==> src/rtl/fetch_pair_queue_pkg.sv <==
// fetch_pair_queue_pkg: instruction field layout shared by the fetch queue and the relayer
package fetch_pair_queue_pkg;
  localparam int INSTR_W = 16;
  localparam logic [INSTR_W-1:0] NOP = '0;
  localparam int OPC_MSB = 15;
  localparam int OPC_LSB = 12;
  localparam int IMM_BIT = 11;
  localparam int DST_MSB = 10;
  localparam int DST_LSB = 8;
  localparam int SRC1_MSB = 7;
  localparam int SRC1_LSB = 5;
  localparam int SRC2_MSB = 4;
  localparam int SRC2_LSB = 2;
endpackage

==> src/rtl/fetch_pair_queue_if.sv <==
// fetch_pair_queue_if: I-memory, issue-pair and redirect signals of the fetch queue
interface fetch_pair_queue_if import fetch_pair_queue_pkg::*; #(parameter int DEPTH = 8, parameter int PC_W = 16) ();
  localparam int CW = $clog2(DEPTH) + 1;
  logic imem_rd_en;
  logic [PC_W-1:0] imem_addr;
  logic [2*INSTR_W-1:0] imem_rdata;
  logic [INSTR_W-1:0] instr1_o;
  logic [INSTR_W-1:0] instr2_o;
  logic pair_valid;
  logic [1:0] issue_cnt;
  logic redirect;
  logic [PC_W-1:0] redirect_pc;
  logic [CW-1:0] count_o;
  logic err_o;
  modport master (
    output imem_rd_en, imem_addr, instr1_o, instr2_o, pair_valid, count_o, err_o,
    input imem_rdata, issue_cnt, redirect, redirect_pc
  );
  modport slave (
    input imem_rd_en, imem_addr, instr1_o, instr2_o, pair_valid, count_o, err_o,
    output imem_rdata, issue_cnt, redirect, redirect_pc
  );
endinterface

==> src/rtl/instr_fifo_2w2r.sv <==
// instr_fifo_2w2r: circular instruction buffer with 2-wide push, 0..2 pop and flush
module instr_fifo_2w2r import fetch_pair_queue_pkg::*; #(
  parameter int DEPTH = 8,
  localparam int PW = $clog2(DEPTH),
  localparam int CW = PW + 1
) (
  input  logic clk,
  input  logic rst,
  input  logic flush,
  input  logic push,
  input  logic [2*INSTR_W-1:0] wdata,
  input  logic [1:0] pop,
  output logic [INSTR_W-1:0] rd0,
  output logic [INSTR_W-1:0] rd1,
  output logic [CW-1:0] count
);
  logic [INSTR_W-1:0] mem [DEPTH];
  logic [PW-1:0] rd_ptr, wr_ptr;
  always_ff @(posedge clk) begin
    if (rst || flush) begin
      rd_ptr <= '0;
      wr_ptr <= '0;
      count <= '0;
    end else begin
      wr_ptr <= push ? wr_ptr + PW'(2) : wr_ptr;
      rd_ptr <= rd_ptr + PW'(pop);
      count <= count + (push ? CW'(2) : CW'(0)) - CW'(pop);
    end
  end
  always_ff @(posedge clk) begin
    if (push && !flush && !rst) begin
      mem[wr_ptr] <= wdata[INSTR_W-1:0];
      mem[wr_ptr + PW'(1)] <= wdata[2*INSTR_W-1:INSTR_W];
    end
  end
  assign rd0 = (count == '0) ? NOP : mem[rd_ptr];
  assign rd1 = (count < CW'(2)) ? NOP : mem[rd_ptr + PW'(1)];
endmodule

==> src/rtl/fetch_pair_queue.sv <==
// fetch_pair_queue: fetches instruction pairs from I-memory and presents the two oldest to the relayer
module fetch_pair_queue import fetch_pair_queue_pkg::*; #(
  parameter int DEPTH = 8,
  parameter int PC_W = 16
) (
  input logic clk,
  input logic rst,
  fetch_pair_queue_if.master bus
);
  localparam int CW = $clog2(DEPTH) + 1;
  localparam int NW = CW + 1;
  logic [PC_W-1:0] pc;
  logic inflight, err, req, push;
  logic [CW-1:0] count;
  logic [1:0] pop;
  // Credit the outstanding response but not this cycle's pops, so the buffer can never overflow
  assign req = !rst && !bus.redirect && (NW'(count) + (inflight ? NW'(4) : NW'(2)) <= NW'(DEPTH));
  assign push = inflight && !bus.redirect;
  assign pop = (bus.redirect || &bus.issue_cnt) ? 2'd0 : (CW'(bus.issue_cnt) > count) ? count[1:0] : bus.issue_cnt;
  always_ff @(posedge clk) begin
    if (rst) begin
      pc <= '0;
      inflight <= 1'b0;
      err <= 1'b0;
    end else begin
      inflight <= req;
      pc <= bus.redirect ? bus.redirect_pc : req ? pc + PC_W'(2) : pc;
      err <= err || (!bus.redirect && &bus.issue_cnt);
    end
  end
  instr_fifo_2w2r #(.DEPTH(DEPTH)) u_fifo (
    .clk(clk),
    .rst(rst),
    .flush(bus.redirect),
    .push(push),
    .wdata(bus.imem_rdata),
    .pop(pop),
    .rd0(bus.instr1_o),
    .rd1(bus.instr2_o),
    .count(count)
  );
  assign bus.imem_rd_en = req;
  assign bus.imem_addr = pc;
  assign bus.count_o = count;
  assign bus.pair_valid = count >= CW'(2);
  assign bus.err_o = err;
endmodule

==> src/flat_wrapper.sv <==
// flat-port wrapper written by rule: the top's interface ports become plain ports
module fetch_pair_queue_flat import fetch_pair_queue_pkg::*;
#(
  parameter int DEPTH = 8,
  parameter int PC_W = 16
)
  (clk, rst, bus_imem_rd_en, bus_imem_addr, bus_instr1_o, bus_instr2_o, bus_pair_valid, bus_count_o, bus_err_o, bus_imem_rdata, bus_issue_cnt, bus_redirect, bus_redirect_pc);
  fetch_pair_queue_if #(.DEPTH(DEPTH), .PC_W(PC_W)) bus_i ();
  input logic clk;
  input logic rst;
  output wire logic [$bits(bus_i.imem_rd_en)-1:0] bus_imem_rd_en;
  output wire logic [$bits(bus_i.imem_addr)-1:0] bus_imem_addr;
  output wire logic [$bits(bus_i.instr1_o)-1:0] bus_instr1_o;
  output wire logic [$bits(bus_i.instr2_o)-1:0] bus_instr2_o;
  output wire logic [$bits(bus_i.pair_valid)-1:0] bus_pair_valid;
  output wire logic [$bits(bus_i.count_o)-1:0] bus_count_o;
  output wire logic [$bits(bus_i.err_o)-1:0] bus_err_o;
  input wire logic [$bits(bus_i.imem_rdata)-1:0] bus_imem_rdata;
  input wire logic [$bits(bus_i.issue_cnt)-1:0] bus_issue_cnt;
  input wire logic [$bits(bus_i.redirect)-1:0] bus_redirect;
  input wire logic [$bits(bus_i.redirect_pc)-1:0] bus_redirect_pc;
  assign bus_imem_rd_en = bus_i.imem_rd_en;
  assign bus_imem_addr = bus_i.imem_addr;
  assign bus_instr1_o = bus_i.instr1_o;
  assign bus_instr2_o = bus_i.instr2_o;
  assign bus_pair_valid = bus_i.pair_valid;
  assign bus_count_o = bus_i.count_o;
  assign bus_err_o = bus_i.err_o;
  assign bus_i.imem_rdata = bus_imem_rdata;
  assign bus_i.issue_cnt = bus_issue_cnt;
  assign bus_i.redirect = bus_redirect;
  assign bus_i.redirect_pc = bus_redirect_pc;
  fetch_pair_queue #(.DEPTH(DEPTH), .PC_W(PC_W)) u_core (.clk(clk), .rst(rst), .bus(bus_i));
endmodule
==> config.mk <==
export PLATFORM = sky130hd
export DESIGN_NAME = fetch_pair_queue_flat
export DESIGN_NICKNAME = d
export VERILOG_FILES = /design/src/rtl/fetch_pair_queue_pkg.sv /design/src/rtl/fetch_pair_queue_if.sv /design/src/rtl/instr_fifo_2w2r.sv /design/src/rtl/fetch_pair_queue.sv /design/src/flat_wrapper.sv
export SDC_FILE = /design/constraint.sdc
export NUM_CORES = 1
export LEC_CHECK = 0
export ABC_AREA = 1
export CORE_MARGIN = 8
export CORE_UTILIZATION = 55
export CTS_CLUSTER_DIAMETER = 80
export DETAILED_ROUTE_END_ITERATION = 12
export DONT_BUFFER_PORTS = 1
export GPL_ROUTABILITY_DRIVEN = 0
export PLACE_DENSITY = 0.82
export SETUP_SLACK_MARGIN = 0.4
export SYNTH_ARGS = -nofsm -noshare
export SYNTH_HDL_FRONTEND = slang
export SYNTH_HIERARCHICAL = 1
export SYNTH_SLANG_ARGS = --single-unit
==> constraint.sdc <==
create_clock -name clk -period 3.8 [get_ports clk]
set_input_delay 0.57 -clock clk [delete_from_list [all_inputs] [get_ports clk]]
set_output_delay 0.57 -clock clk [all_outputs]
set_load 0.005 [all_outputs]
## Word-level counts from Yosys, hierarchy flattened

Memory sizes are Yosys's and may differ from the RTL's. A register that Yosys moved wholly into a read port is not among the register bits.
Index checks and enable logic that the tools add are counted.

| word-level totals | value |
|---|---|
| logic and storage cells | 44 |
| output and inout port bits | 55 |
| flip-flop bits (word level) | 28 |
| bits of input ports | 53 |
| memory bits (writable) | 128 |
| memories kept | 1 |

| operators by class | value |
|---|---|
| reduce and logical (&&, ||, !) cells | 14 |
| $add $sub $neg | 8 |
| multiplexer cells | 11 |
| order comparisons | 4 |

Memories:

| memory | depth | width | rd ports | clocked after memory_dff | wr ports | RTL line | text |
|---|---|---|---|---|---|---|---|
| u_core.u_fifo.mem | 8 | 16 | 2 | 1 | 2 | instr_fifo_2w2r.sv:17 | `logic [INSTR_W-1:0] mem [DEPTH];` |

Operators with widths:

| cell | count |
|---|---|
| $mux 16 | 4 |
| $add 16x2->16 const B | 1 |
| $add 3x1->3 const B | 2 |
| $logic_and 1x1->1 | 6 |
| $mux 2 | 3 |
| $mux 3 | 2 |
| $add 4x5->5 | 1 |
| $le 5x4->1 const B | 1 |
| $add 4x2->4 | 1 |
| $ge 4x2->1 const B | 1 |
| $gt 2x4->1 | 1 |
| $logic_not 4->1 | 1 |
| $lt 4x2->1 const B | 1 |
| $sub 4x2->4 | 1 |
| $add 3x2->3 | 1 |
| $add 3x2->3 const B | 1 |
| $logic_or 1x1->1 | 3 |
| $logic_not 1->1 | 2 |
| $mux 1 | 2 |
| $reduce_and 2->1 | 1 |
| $reduce_bool 2->1 | 1 |

## Longest topological paths before layout

| logic depth | value |
|---|---|
| depth in word-level cells | 6 |
| mapped depth | 13 |
| mapped depth without buffers | 13 |

## Modules after synthesis

The synthesis kept the hierarchy.

Modules (own cells, without submodules):

| module | times used | cells each | area each (µm²) | sequential area each (µm²) |
|---|---|---|---|---|
| instr_fifo_2w2r | 1 | 916 | 7389.6 | 4023.9 |
| fetch_pair_queue | 1 | 228 | 1410.1 | 360.3 |

## Worst setup path after synthesis

No wires, ideal clock.

| timing | value |
|---|---|
| path type | input -> register |
| from | input bus_redirect |
| to | memory u_core.u_fifo.mem[0][0] (enable) |
| stages on the path | 5 |
| setup slack | 849 ps |
| data required time | 3379 ps |
| data arrival time | 2530 ps |
| cells stage by stage | buf_2 -> buf_1 -> nor2_1 -> nand2_1 -> nor2_1 |

RTL lines:

| item | RTL line | text |
|---|---|---|
| start, declared | flat_wrapper.sv:20 | `input wire logic [$bits(bus_i.redirect)-1:0] bus_redirect;` |
| end, declared | instr_fifo_2w2r.sv:17 |  |

## Worst setup path in the final report

| timing | value |
|---|---|
| from | register u_core.u_fifo.rd_ptr[0] |
| to | output bus_instr2_o[12] |

| between the ends | value |
|---|---|
| cells in the longest elaborated chain, start to end | 3 |

Ends and longest elaborated chain:

| item | RTL line | text |
|---|---|---|
| start, declared | instr_fifo_2w2r.sv:18 | `logic [PW-1:0] rd_ptr, wr_ptr;` |
| start signal, assigned | instr_fifo_2w2r.sv:26 | `rd_ptr <= rd_ptr + PW'(pop);` |
| $add 3x1->3 | instr_fifo_2w2r.sv:37 | `assign rd1 = (count < CW'(2)) ? NOP : mem[rd_ptr + PW'(1)];` |
| $mem_v2 8x16 | -- |  |
| $mux 16 | instr_fifo_2w2r.sv:37 |  |
| end, declared | flat_wrapper.sv:14 | `output wire logic [$bits(bus_i.instr2_o)-1:0] bus_instr2_o;` |

No other way between the ends.

==> impl_metrics.ini <==
[global_route]
grt_pass1_vias = 6501
grt_max_degree = 129
antenna_found_initial = 0
grt_usage_pct = 20.2
grt_pass1_wl_um = 32000
gr-total-overflow = 0

[routing]
vias = 7038
vias_per_cell = 5.23
dr.pass1.iters = 5
wl_per_cell_um = 15.0
drcViolationCount = 0
drt_wl_total_um = 20200
antenna_left = 0
drt_iter0_markers = 545

[synthesis]
ys_ff_latch = 155
synth_top_area_share_pct = 43.7
syn_nets = 1215
synth_cells = 1144
syn_area_um2 = 8800
synthArstFlopShare_pct = 0
synth_area_leaders = edfxtp_1 (44%), nand2_1 (17%), nand3_1 (11%), inv_1 (7.4%), dfxtp_1 (6.1%)
synth.distinct_cells = 34
yosys.area.top_type = edfxtp_1
syn_area_per_cell_um2 = 7.69
ys_top_cells_by_count = nand2_1 (393), nand3_1 (187), inv_1 (173)
yosysMostFrequentCell = nand2_1
ys_warn_count = 6
synth_edf_count = 128
synth_ff_type = edfxtp_1
ys_seq_area_share_pct = 49.8

[die]
fp.dieH_um = 142
core-area_um2 = 15800
dieArea_um2 = 20300
row_count = 46
die_width_um = 142
start_util_pct = 55.8
ios = 108

[timing]
finalSetupViolations = 0
skew_ns = 0.00843
setup_slack_ns = 0.900
max_freq_ghz = 0.345
tns_ns = 0
worst-slew-pin-transition_ns = 1.23
maxSlewViolCount = 0
fin_crit_ns = 2.90
rsz0062_at_grt = no
hold_violations = 0
slew_headroom_pct = 17.9
min_period_over_period_pct = 76.3

[worst_setup_path]
cp-end-kind = output port
max_stage_delay_ns = 0.92
startpoint = u_core/u_fifo/rd_ptr[0]
path_cells = buf_4 > nand2_1 > nand3_1 > nand3_1 > nand2_1 > nor2_1
path_delay_family = buffers and inverters
worstSetupEndpoint = bus_instr2_o[12]
cp.arrival_ns = 2.33
path_depth = 6
r2r-start = u_core/u_fifo/count[1]
path_class = flop to output port
reg2reg_slack_ns = 0.91
r2r-end = u_core/u_fifo/count[3]
slowest_stage = buf_4
worstPathRequired_ns = 3.23
critPathLaunchType = flop
r2r_cells = 13
crit_fanout = 128
crit_buf_inv = 1

[clocking]
postCtsSetupBuffers = 0
clockBufferDepth = 2
worstSkewPairLatency_ns = 0.42
cts_num_sinks = 155
clkTransAtPathRegs_ns = 0.06
cts_htree_levels = 4
cts_tree = done
clockRootBuffer = clkbuf_16
postCtsHoldBufs = 0
cts_made_buffers = 17
cts_resized = 0

[placed_design]
place_hpwl_um = 12900
placed_area_um2 = 8880
port_buffers = 0
place_ws_ns = 0.924

[power_and_ir_drop]
vdd_ir_drop_max_uv = 238
power_frac_comb_pct = 22.0
power_frac_clock_pct = 34.5
power_uw = 4440
power.density_nw_per_um2 = 471
sw_frac_of_total_pct = 31.0
switching_power_uw = 1380
cell_internal_pwr_uw = 3060
power_frac_seq_pct = 43.5
p_leak_uw = 0.00427

[flow_run]
max_cap_viol_count = 0

[finish]
area_growth_pct = 7.07
final_cell_area_um2 = 9420
final_nets = 1187
layout-drive-gt1-share_pct = 5.23
diodes = 0

[run_status]
status = completed

[min_path]
min_path_type = primary input to flop
==> layout make-up <==
type                    count  area [um2]
clock buffers              21         440
clock inverters            11        96.3
fillers                  1354        6350
inverters                 177         666
multi-input cells         755        3470
flip-flops and latches    155        4390
well taps                 216         270
repair buffers             10        87.6
==> metrics by stage <==
step           hold slack [ns]  util (%)  instances
2_1_floorplan            0.461         -       1144
3_3_place_gp             0.496      56.3       1313
3_5_place_dp             0.527      56.3       1313
4_1_cts                  0.183      59.7       1345
5_1_grt                  0.185      59.7       1345
6_report                 0.203      59.7       1345
==> cell families after synthesis <==
kind of cell	Yosys count	synth area share, %
compound gates	23	1.66
xor+xnor	6	0.683
fa+ha+maj	18	2.90
buf+inv	234	11.2
flops	155	49.8
simple gates	708	33.8
==> worst min-delay path by stage <==
| stage | to | startpoint | cells after the start | slack, ns |
|---|---|---|---|---|
| after floorplan | u_core/bus.err_o | u_core/bus.err_o | 2 | 0.46 |
| after global placement | u_core/bus.err_o | u_core/bus.err_o | 2 | 0.50 |
| after detailed placement | u_core/u_fifo/wr_ptr[2] | u_core/u_fifo/wr_ptr[2] | 2 | 0.53 |
| after CTS | u_core/bus.imem_addr[1] | rst | 1 | 0.18 |
| after global routing | u_core/bus.imem_addr[1] | rst | 1 | 0.18 |
| final | u_core/bus.imem_addr[1] | rst | 1 | 0.20 |
==> state kept, by name, indices dropped and copies added, names as in the netlist <==
signal / flops
u_core/u_fifo/count: 4
u_core/u_fifo/rd_ptr: 3
u_core/u_fifo/mem: 128
u_core/inflight: 1
u_core/bus.err_o: 1
u_core/bus.imem_addr: 16
u_core/u_fifo/wr_ptr: 2
==> power by group through the flow <==
stage | clock (uW) | combinational [uW] | sequential, uW
4_1_cts | 1560 | 975 | 1930
5_1_grt | 1620 | 1090 | 1940
3_5_place_dp | 0 | 972 | 1970
6_report | 1530 | 974 | 1930
3_3_place_gp | 0 | 946 | 1970
2_1_floorplan | 0 | 739 | 1950
==> placed cells by master, fill, tap and decap left out, types with 2 or more instances in the layout <==
cell type | synthesis | layout
a21boi_1 | 3 | 3
a21oi_1 | 8 | 8
buf_4 | 15 | 9
clkbuf_1 | 9 | 4
clkbuf_16 | 0 | 17
clkinv_1 | 0 | 2
clkinv_2 | 0 | 3
clkinvlp_4 | 0 | 3
dfxtp_1 | 27 | 26
edfxtp_1 | 128 | 128
fa_1 | 4 | 4
ha_1 | 14 | 14
inv_1 | 173 | 173
inv_2 | 4 | 3
inv_6 | 0 | 2
nand2_1 | 393 | 393
nand2_2 | 2 | 2
nand2_4 | 2 | 2
nand3_1 | 187 | 187
nand3_2 | 4 | 4
nand3b_1 | 3 | 3
nand4_1 | 3 | 3
nor2_1 | 109 | 105
nor2_2 | 2 | 2
nor2_4 | 1 | 5
nor3_1 | 2 | 2
o21ai_0 | 6 | 6
xnor2_1 | 2 | 2
xor2_1 | 3 | 3
==> metal layers <==
| metal | GRT usage (%) | wire length [um] | part of all wire (%) |
|---|---|---|---|
| met5 | 0 | 0 | 0 |
| met4 | 9.00 | 457 | 2.3 |
| met3 | 6.27 | 1860 | 9.2 |
| met2 | 34.5 | 10100 | 50 |
| met1 | 22.7 | 7820 | 39 |
Power figures use the tool's default switching activity.
